`config.mk`:
```
export PLATFORM = sky130hd
export DESIGN_NAME = ps2_scancode_decoder
export DESIGN_NICKNAME = d
export VERILOG_FILES = /design/src/rtl/ps2_pkg.sv /design/src/rtl/sync_fifo.sv /design/src/rtl/ps2_scancode_decoder.sv
export SDC_FILE = /design/constraint.sdc
export NUM_CORES = 1
export LEC_CHECK = 0
export ABC_AREA = 1
export BUFFER_PORTS_ARGS = -buffer_cell sky130_fd_sc_hd__clkbuf_2
export CAP_MARGIN = 5
export CELL_PAD_IN_SITES_DETAIL_PLACEMENT = 2
export CELL_PAD_IN_SITES_GLOBAL_PLACEMENT = 2
export CORE_ASPECT_RATIO = 2
export CORE_MARGIN = 2
export CORE_UTILIZATION = 37
export CTS_CLUSTER_DIAMETER = 200
export CTS_CLUSTER_SIZE = 16
export DETAILED_ROUTE_END_ITERATION = 10
export GPL_TIMING_DRIVEN = 0
export HOLD_SLACK_MARGIN = 0.1
export PLACE_DENSITY = 0.85
export SYNTH_ARGS = -nofsm -noshare
export SYNTH_HDL_FRONTEND = slang
export SYNTH_HIERARCHICAL = 1
export SYNTH_SLANG_ARGS = --single-unit
export TNS_END_PERCENT = 30
```
`constraint.sdc`:
```
create_clock -name clk -period 3.3 [get_ports clk]
set_input_delay 0.33 -clock clk [delete_from_list [all_inputs] [get_ports clk]]
set_output_delay 0.33 -clock clk [all_outputs]
set_load 0.02 [all_outputs]
```
`src/rtl/ps2_pkg.sv`:
```
// Shared types and constants for the PS/2 scancode decoder and its event FIFO.
package ps2_pkg;

  localparam int FRAME_W = 11;
  localparam int START_B = 10;
  localparam int D0_B    = 9;
  localparam int PAR_B   = 1;
  localparam int STOP_B  = 0;

  localparam logic [7:0] PS2_EXT = 8'hE0;
  localparam logic [7:0] PS2_BRK = 8'hF0;

  typedef struct packed {
    logic [7:0] code;
    logic       ext;
    logic       rel;
  } key_event_t;

  typedef enum logic [1:0] {
    IDLE,
    EXT,
    BRK,
    EXT_BRK
  } dec_state_t;

  // Data bits arrive LSB first, so d0 sits at the highest data index.
  function automatic logic [7:0] frame_byte(input logic [FRAME_W-1:0] f);
    logic [7:0] b;
    for (int i = 0; i < 8; i++) begin
      b[i] = f[D0_B-i];
    end
    return b;
  endfunction

  function automatic logic frame_ok(input logic [FRAME_W-1:0] f);
    return !f[START_B] && f[STOP_B] && (^f[D0_B:PAR_B]);
  endfunction

endpackage

```
`src/rtl/sync_fifo.sv`:
```
// First-word-fall-through synchronous FIFO; depth must be a power of two.
module sync_fifo #(
  parameter int DATA_W = 10,
  parameter int DEPTH  = 4
) (
  input  logic              clk,
  input  logic              rst_n,
  input  logic              wr_en,
  input  logic [DATA_W-1:0] wr_data,
  input  logic              rd_en,
  output logic [DATA_W-1:0] rd_data,
  output logic              full,
  output logic              empty
);

  localparam int AW = $clog2(DEPTH);

  logic [DATA_W-1:0] mem [DEPTH];
  logic [AW:0]       wr_ptr;
  logic [AW:0]       rd_ptr;
  logic              do_wr;
  logic              do_rd;

  assign empty = (wr_ptr == rd_ptr);
  assign full  = (wr_ptr[AW] != rd_ptr[AW]) && (wr_ptr[AW-1:0] == rd_ptr[AW-1:0]);

  // A write into a full FIFO is only accepted when a read frees a slot in the same cycle.
  assign do_rd = rd_en && !empty;
  assign do_wr = wr_en && (!full || do_rd);

  assign rd_data = mem[rd_ptr[AW-1:0]];

  always_ff @(posedge clk or negedge rst_n) begin
    if (!rst_n) begin
      wr_ptr <= '0;
      rd_ptr <= '0;
    end else begin
      if (do_wr) wr_ptr <= wr_ptr + 1'b1;
      if (do_rd) rd_ptr <= rd_ptr + 1'b1;
    end
  end

  always_ff @(posedge clk) begin
    if (do_wr) mem[wr_ptr[AW-1:0]] <= wr_data;
  end

endmodule

```
`src/rtl/ps2_scancode_decoder.sv`:
```
// Validates captured PS/2 frames, folds E0/F0 prefixes into key events and
// queues them for a valid/ready consumer.
module ps2_scancode_decoder
  import ps2_pkg::*;
#(
  parameter int FIFO_DEPTH = 4,
  parameter int ERR_W      = 8
) (
  input  logic               clk,
  input  logic               rst_n,
  input  logic [10:0]        frame_i,
  input  logic               frame_valid_i,
  output logic               key_valid_o,
  input  logic               key_ready_i,
  output logic [7:0]         key_code_o,
  output logic               key_ext_o,
  output logic               key_rel_o,
  output logic               frame_err_o,
  output logic               overflow_o,
  output logic [ERR_W-1:0]   err_count_o
);

  function automatic logic [ERR_W-1:0] sat_add(input logic [ERR_W-1:0] a,
                                               input logic [1:0]       b);
    logic [ERR_W:0] s;
    s = {1'b0, a} + {{(ERR_W-1){1'b0}}, b};
    return s[ERR_W] ? {ERR_W{1'b1}} : s[ERR_W-1:0];
  endfunction

  logic       vld_p1;
  logic [7:0] byte_p1;
  logic       ok_p1;

  dec_state_t state;
  key_event_t push_ev;
  key_event_t head;
  logic       push;
  logic       pop;
  logic       is_prefix;
  logic       fifo_full;
  logic       fifo_empty;
  logic       err_now;
  logic       drop_now;
  logic [1:0] err_inc;

  // ---- stage 1: capture byte and frame check ----
  always_ff @(posedge clk or negedge rst_n) begin
    if (!rst_n) vld_p1 <= 1'b0;
    else        vld_p1 <= frame_valid_i;
  end

  always_ff @(posedge clk) begin
    if (frame_valid_i) begin
      byte_p1 <= frame_byte(frame_i);
      ok_p1   <= frame_ok(frame_i);
    end
  end

  // ---- stage 2: prefix folding, FIFO push, error accounting ----
  assign is_prefix = (byte_p1 == PS2_EXT) || (byte_p1 == PS2_BRK);
  assign err_now   = vld_p1 && !ok_p1;

  always_comb begin
    push         = 1'b0;
    push_ev      = '0;
    push_ev.code = byte_p1;
    if (vld_p1 && ok_p1 && !is_prefix) begin
      push        = 1'b1;
      push_ev.ext = (state == EXT) || (state == EXT_BRK);
      push_ev.rel = (state == BRK) || (state == EXT_BRK);
    end
  end

  assign pop      = !fifo_empty && key_ready_i;
  assign drop_now = push && fifo_full && !pop;
  assign err_inc  = {1'b0, err_now} + {1'b0, drop_now};

  always_ff @(posedge clk or negedge rst_n) begin
    if (!rst_n) begin
      state       <= IDLE;
      frame_err_o <= 1'b0;
      overflow_o  <= 1'b0;
      err_count_o <= '0;
    end else begin
      frame_err_o <= err_now;
      overflow_o  <= drop_now;
      err_count_o <= sat_add(err_count_o, err_inc);
      if (err_now) begin
        state <= IDLE;
      end else if (vld_p1) begin
        case (state)
          IDLE: begin
            if (byte_p1 == PS2_EXT)      state <= EXT;
            else if (byte_p1 == PS2_BRK) state <= BRK;
          end
          EXT: begin
            if (byte_p1 == PS2_BRK)      state <= EXT_BRK;
            else if (byte_p1 != PS2_EXT) state <= IDLE;
          end
          BRK: begin
            if (byte_p1 == PS2_EXT)      state <= EXT_BRK;
            else if (byte_p1 != PS2_BRK) state <= IDLE;
          end
          EXT_BRK: begin
            if (!is_prefix) state <= IDLE;
          end
          default: state <= IDLE;
        endcase
      end
    end
  end

  sync_fifo #(
    .DATA_W ($bits(key_event_t)),
    .DEPTH  (FIFO_DEPTH)
  ) u_event_fifo (
    .clk     (clk),
    .rst_n   (rst_n),
    .wr_en   (push),
    .wr_data (push_ev),
    .rd_en   (pop),
    .rd_data (head),
    .full    (fifo_full),
    .empty   (fifo_empty)
  );

  // Head fields read as zero whenever nothing is queued.
  assign key_valid_o = !fifo_empty;
  assign key_code_o  = fifo_empty ? 8'h00 : head.code;
  assign key_ext_o   = fifo_empty ? 1'b0  : head.ext;
  assign key_rel_o   = fifo_empty ? 1'b0  : head.rel;

endmodule

```
Word level (Yosys, flattened, before mapping)
Memories as Yosys holds them, arrays and structs flattened.
Cells that the tools add are included.
Widths: inputs -> output; s select.
Cells by class
  $add $sub $neg: 4
  equality and inequality tests: 14
  muxes and demuxes: 18
  reduce and logical (&&, ||, !) cells: 25
Operator list (count)
  $mux 2: 10
  $eq 8x8->1 const B: 2
  $mux 8: 2
  $ne 8x8->1 const B: 2
  $logic_and 1x1->1: 11
  $add 8x2->9: 1
  $reduce_xor 9->1: 1
  $ne 4x3->1 const B: 2
  $pmux 2 s4: 1
  $add 3x1->3 const B: 2
  $logic_not 1->1: 6
  $mux 1: 5
  $reduce_and 5->1: 1
  $eq 2x2->1 const B: 2
  $logic_or 1x1->1: 4
  $ne 4x4->1 const B: 1
  $eq 3x3->1: 1
  $ne 3x3->1 const B: 1
  $add 1x1->2: 1
  $eq 2x1->1 const B: 1
  $eq 2x2->1: 1
  $logic_not 2->1: 1
  $reduce_bool 2->1: 1
  $ne 1x1->1: 1
Storage, ports and cells
  register bits after elaboration: 28
  bits in writable memories: 40
  input bits: 15
  output and inout port bits: 21
  word-level logic and storage cells: 71
  memories: 1
Memory list
  u_event_fifo.mem: words 4, width 10, read ports 1, clocked after memory_dff 0, wr ports 1, line sync_fifo.sv:18  | logic [DATA_W-1:0] mem [DEPTH];

Longest topological paths before layout
  depth in word-level cells: 10
  depth in mapped cells: 17

By module
The synthesis kept the hierarchy.
By module, submodules not included
  sync_fifo: instances 1, cells an instance 156, area an instance 1926.8 µm²
  ps2_scancode_decoder: instances 1, cells an instance 160, area an instance 1283.7 µm²

Worst setup path before layout
Ideal clock, no wire load.
  path type: flip-flop to flip-flop
  start: register u_event_fifo.rd_ptr[1]
  end: register err_count_o[4]
  arrival: 2377 ps
  slack: 854 ps
  cell stages (with the launch flop): 15
  cells stage by stage: dfrtp_1 xnor2_2 nand3_2 inv_1 o21ai_0 nor2_1 inv_1 fa_1 inv_1 ha_1 nand2_1 nor2_1 inv_1 or2_2 nand3_1
Between the ends
  cells in the longest elaborated chain, start to end: 8
RTL lines
  start: declaration: line sync_fifo.sv:20  | logic [AW:0] rd_ptr;
  start signal: assignment: line sync_fifo.sv:39  | if (do_rd) rd_ptr <= rd_ptr + 1'b1;
  $eq 3x3->1: line sync_fifo.sv:24  | assign empty = (wr_ptr == rd_ptr);
  net fifo_empty: line ps2_scancode_decoder.sv:41  | logic fifo_empty;
  $logic_not 1->1: line ps2_scancode_decoder.sv:74  | assign pop = !fifo_empty && key_ready_i;
  $logic_and 1x1->1: line ps2_scancode_decoder.sv:74
  $logic_not 1->1: line ps2_scancode_decoder.sv:75  | assign drop_now = push && fifo_full && !pop;
  $logic_and 1x1->1: line ps2_scancode_decoder.sv:75
  net drop_now: line ps2_scancode_decoder.sv:43  | logic drop_now;
  $add 1x1->2: line ps2_scancode_decoder.sv:76  | assign err_inc = {1'b0, err_now} + {1'b0, drop_now};
  $add 8x2->9: line ps2_scancode_decoder.sv:26  | s = {1'b0, a} + {{(ERR_W-1){1'b0}}, b};
  $mux 8: line ps2_scancode_decoder.sv:27  | return s[ERR_W] ? {ERR_W{1'b1}} : s[ERR_W-1:0];
  end signal: assignment: line ps2_scancode_decoder.sv:87  | err_count_o <= sat_add(err_count_o, err_inc);
  end: declaration: line ps2_scancode_decoder.sv:20  | output logic [ERR_W-1:0] err_count_o
The timed path passes the listed nets, and every way through them passes these cells.
A chain may end at the register's enable or synchronous reset.

Worst setup path after layout
  start: register u_event_fifo.wr_ptr[0]
  end: register err_count_o[4]
Between the ends
  cells in the longest elaborated chain, start to end: 8
RTL lines
  start: declaration: line sync_fifo.sv:19  | logic [AW:0] wr_ptr;
  start signal: assignment: line sync_fifo.sv:38  | if (do_wr) wr_ptr <= wr_ptr + 1'b1;
  $eq 3x3->1: line sync_fifo.sv:24
  net fifo_empty: line ps2_scancode_decoder.sv:41
  $logic_not 1->1: line ps2_scancode_decoder.sv:74
  $logic_and 1x1->1: line ps2_scancode_decoder.sv:74
  $logic_not 1->1: line ps2_scancode_decoder.sv:75
  $logic_and 1x1->1: line ps2_scancode_decoder.sv:75
  net drop_now: line ps2_scancode_decoder.sv:43
  $add 1x1->2: line ps2_scancode_decoder.sv:76
  $add 8x2->9: line ps2_scancode_decoder.sv:26
  $mux 8: line ps2_scancode_decoder.sv:27
The timed path passes the listed nets, and every way through them passes these cells.

==> flow_summary.yaml <==
status:
  status: "finished clean"
run:
  maxCapViolCount: 0
power:
  ir_drop_mv: 0.594
  powerDensity_mw_per_mm2: 957
  power.leakage_nw: 1.75
die:
  start_util: 0.376
  dieArea_mm2: 0.00948
  ios: 36
  num_rows: 48
  die_y_um: 136
  die_x_um: 69.9
  core_mm2: 0.00853
routing:
  drt-wirelength-per-cell_um: 19.8
  dr_wl_met3_um: 225
  ant_nets: 0
  route.met2.wl_mm: 5.60
  wl_mm: 9.28
  routed_via_density: 5.16
  dr.max_layer_used: "met4"
  drtIter0Drc: 57
  drc: 0
  first_pass_iters: 4
  vias: 2416
  met1Wirelength_mm: 3.18
clock_network:
  clockBufferDepth: 2
  clk_pin_slew_ns: 0.06
  cts_tree: "yes"
  cts_buffers: 9
  root_buffer: "clkbuf_16"
  clock_latency_ns: 0.34
  numClockSinks: 68
  postCtsSetupRepairBufs: 0
  htree_levels: 3
worst_setup_path:
  startpoint_type: "flip-flop"
  crit_type: "flip-flop to flip-flop"
  cp.arrival_ns: 3.30
  startpoint: "u_event_fifo/wr_ptr[0]$_DFFE_PN0P_"
  cp_max_fo: 5
  required_ns: 3.57
  end_kind: "flip-flop"
  worstReg2RegStart: "u_event_fifo/wr_ptr[0]$_DFFE_PN0P_"
  r2r_slack_ns: 0.26
yosys:
  synthesis.nets: 338
  ys_types: 29
  ys_warn_count: 6
  ys_seq_elements: 68
  ys_seq_area_frac: 0.606
  syn_avg_cell_area_um2: 10.2
  synth_area_mm2: 0.00321
  synth_cells: 316
final_layout:
  fill_cells: 910
  diodes: 0
  nNetsFinal: 385
  stdcell_area_mm2: 0.00385
  finalNonFillerCells: 468
  layout_common_cells: "49 x edfxtp_1, 48 x nor2_1, 47 x inv_1, 47 x nand2_1, 35 x clkbuf_2"
  area_growth_pct: 20.0
  final_common_cell: "edfxtp_1"
  layout-drive-gt1-share: 0.220
sta:
  drv_slew: 0
  finClkSkew_ns: 0.00714
  slew_headroom: 0.554
  fin_crit_sh: 0.920
  worstMarginPinSlew_ns: 0.668
  max_freq_mhz: 329
  rsz0062_at_grt: "false"
  hold_violations: 0
  setup_viol: 0
  period_needed_ns: 3.04
global_routing:
  global_route.overflow_total: 0
  grt_pass1_vias: 2747
  grt.total_usage: 0.210
  grt_max_degree: 20
  antenna_found_initial: 0
  grt_pass1_wl_mm: 14.8
placed_design:
  port_buffers: 35
  finalWeightedCongestion: 0.772
  dp_hpwl_mm: 6.39
  placed_area_mm2: 0.00351
  dp.cells: 451
worst_hold_path:
  hold_path_class: "input port to flip-flop"
  holdCritStartpoint: "frame_i[9]"
## cells by family after synthesis
kind of cell	after synthesis	synth area share
simple gates	135	0.201
flops	68	0.606
buf+inv	57	0.0682
compound gates	39	0.0647
xor+xnor	10	0.0296
fa+ha+maj	7	0.0296
## worst paths after layout
path / to / depth (start not counted)
setup / recovery: err_count_o[4]$_DFF_PN0_ / 16
hold / removal: byte_p1[0]$_DFFE_PP_ / 1
setup reg to reg: err_count_o[4]$_DFF_PN0_ / 16
hold reg to reg: u_event_fifo/wr_ptr[2]$_DFFE_PN0P_ / 2
max in group asynchronous: err_count_o[0]$_DFF_PN0_ / 2
min in group asynchronous: u_event_fifo/rd_ptr[0]$_DFFE_PN0P_ / 2
## Yosys cell counts
cell,n,area (um2)
o21ai_1,6,30.0
nand2_4,3,33.8
nor2_8,1,20.0
nand2_2,6,37.5
nand2_1,47,176
inv_1,47,176
nor2_2,1,6.26
nor2_4,1,11.3
dfrtp_1,19,475
inv_2,4,15.0
nand4_1,2,12.5
xor2_1,6,52.6
o22ai_1,10,62.6
xnor2_1,3,26.3
or2_2,1,6.26
o21ai_0,20,100
buf_2,4,20.0
nand4_4,1,21.3
nand3_2,1,10.0
nor4_4,1,21.3
nor2_1,52,195
ha_1,6,75.1
a21oi_1,3,15.0
edfxtp_1,49,1470
nor3_2,1,10.0
fa_1,1,20.0
clkbuf_1,2,7.51
xnor2_2,1,16.3
nand3_1,17,85.1
## final cells by class
class                      count  area [um2]  share of cell area
clock inverter                 7        97.6              0.0253
timing repair buffer          36         185              0.0481
inverter                      51         191              0.0497
sequential                    68        1950               0.505
clock buffer                   9         225              0.0584
multi-input combinational    191        1050               0.274
tap                          100         125              0.0325
buffer                         6        27.5             0.00714
## metrics by stage
stage | total power (W) | hold WS, ns | setup WS (ns) | setup TNS, ns | util
2_1_floorplan | 0.00213 | 0.0344 | 0.854 | 0 | -
3_3_place_gp | 0.00253 | 0.328 | 0.0100 | 0 | 0.412
3_5_place_dp | 0.00262 | 0.335 | -0.0921 | -2.01 | 0.412
4_1_cts | 0.00374 | 0.195 | 0.121 | 0 | 0.452
5_1_grt | 0.00392 | 0.199 | 0.0110 | 0 | 0.452
6_report | 0.00369 | 0.203 | 0.265 | 0 | 0.452
## flip-flops by register name (all words and copies together) (netlist names), 2 cells and up
register             count
u_event_fifo/rd_ptr      3
u_event_fifo/wr_ptr      3
state                    2
err_count_o              8
byte_p1                  8
u_event_fifo/mem        40
## power by group
part           internal (W)  switching, W  leakage, nW  total, W
registers           0.00108      0.000135        0.688   0.00122
clock network      0.000665      0.000395        0.152   0.00106
logic              0.000424      0.000986        0.904   0.00141
## metal layers
layer / up-vias / global-route usage
met5: - / 0
met3: 22 / 0.0357
met2: 45 / 0.420
met4: 0 / 0.0962
li1: 1125 / -
met1: 1224 / 0.200
## what timing repair did
action	CTS	global route
endpoints found under the hold margin	19	0
setup endpoints to repair	40	7
hold buffers	1	0
pin swaps	0	1
gates cloned	0	0
gates resized for setup	4	0
## critical path, stage by stage (launching register included)
cell	delay [ns]
dfrtp_1	0.43
inv_1	0.15
nand2_1	0.07
nand2_1	0.15
nand3_2	0.17
inv_1	0.17
o21ai_0	0.14
nor2_1	0.21
inv_1	0.10
fa_1	0.37
inv_1	0.11
ha_1	0.18
nand2_1	0.13
nor2_1	0.14
inv_1	0.07
or2_2	0.27
nand3_1	0.09
Note: power is estimated with default switching activity, not from simulation.
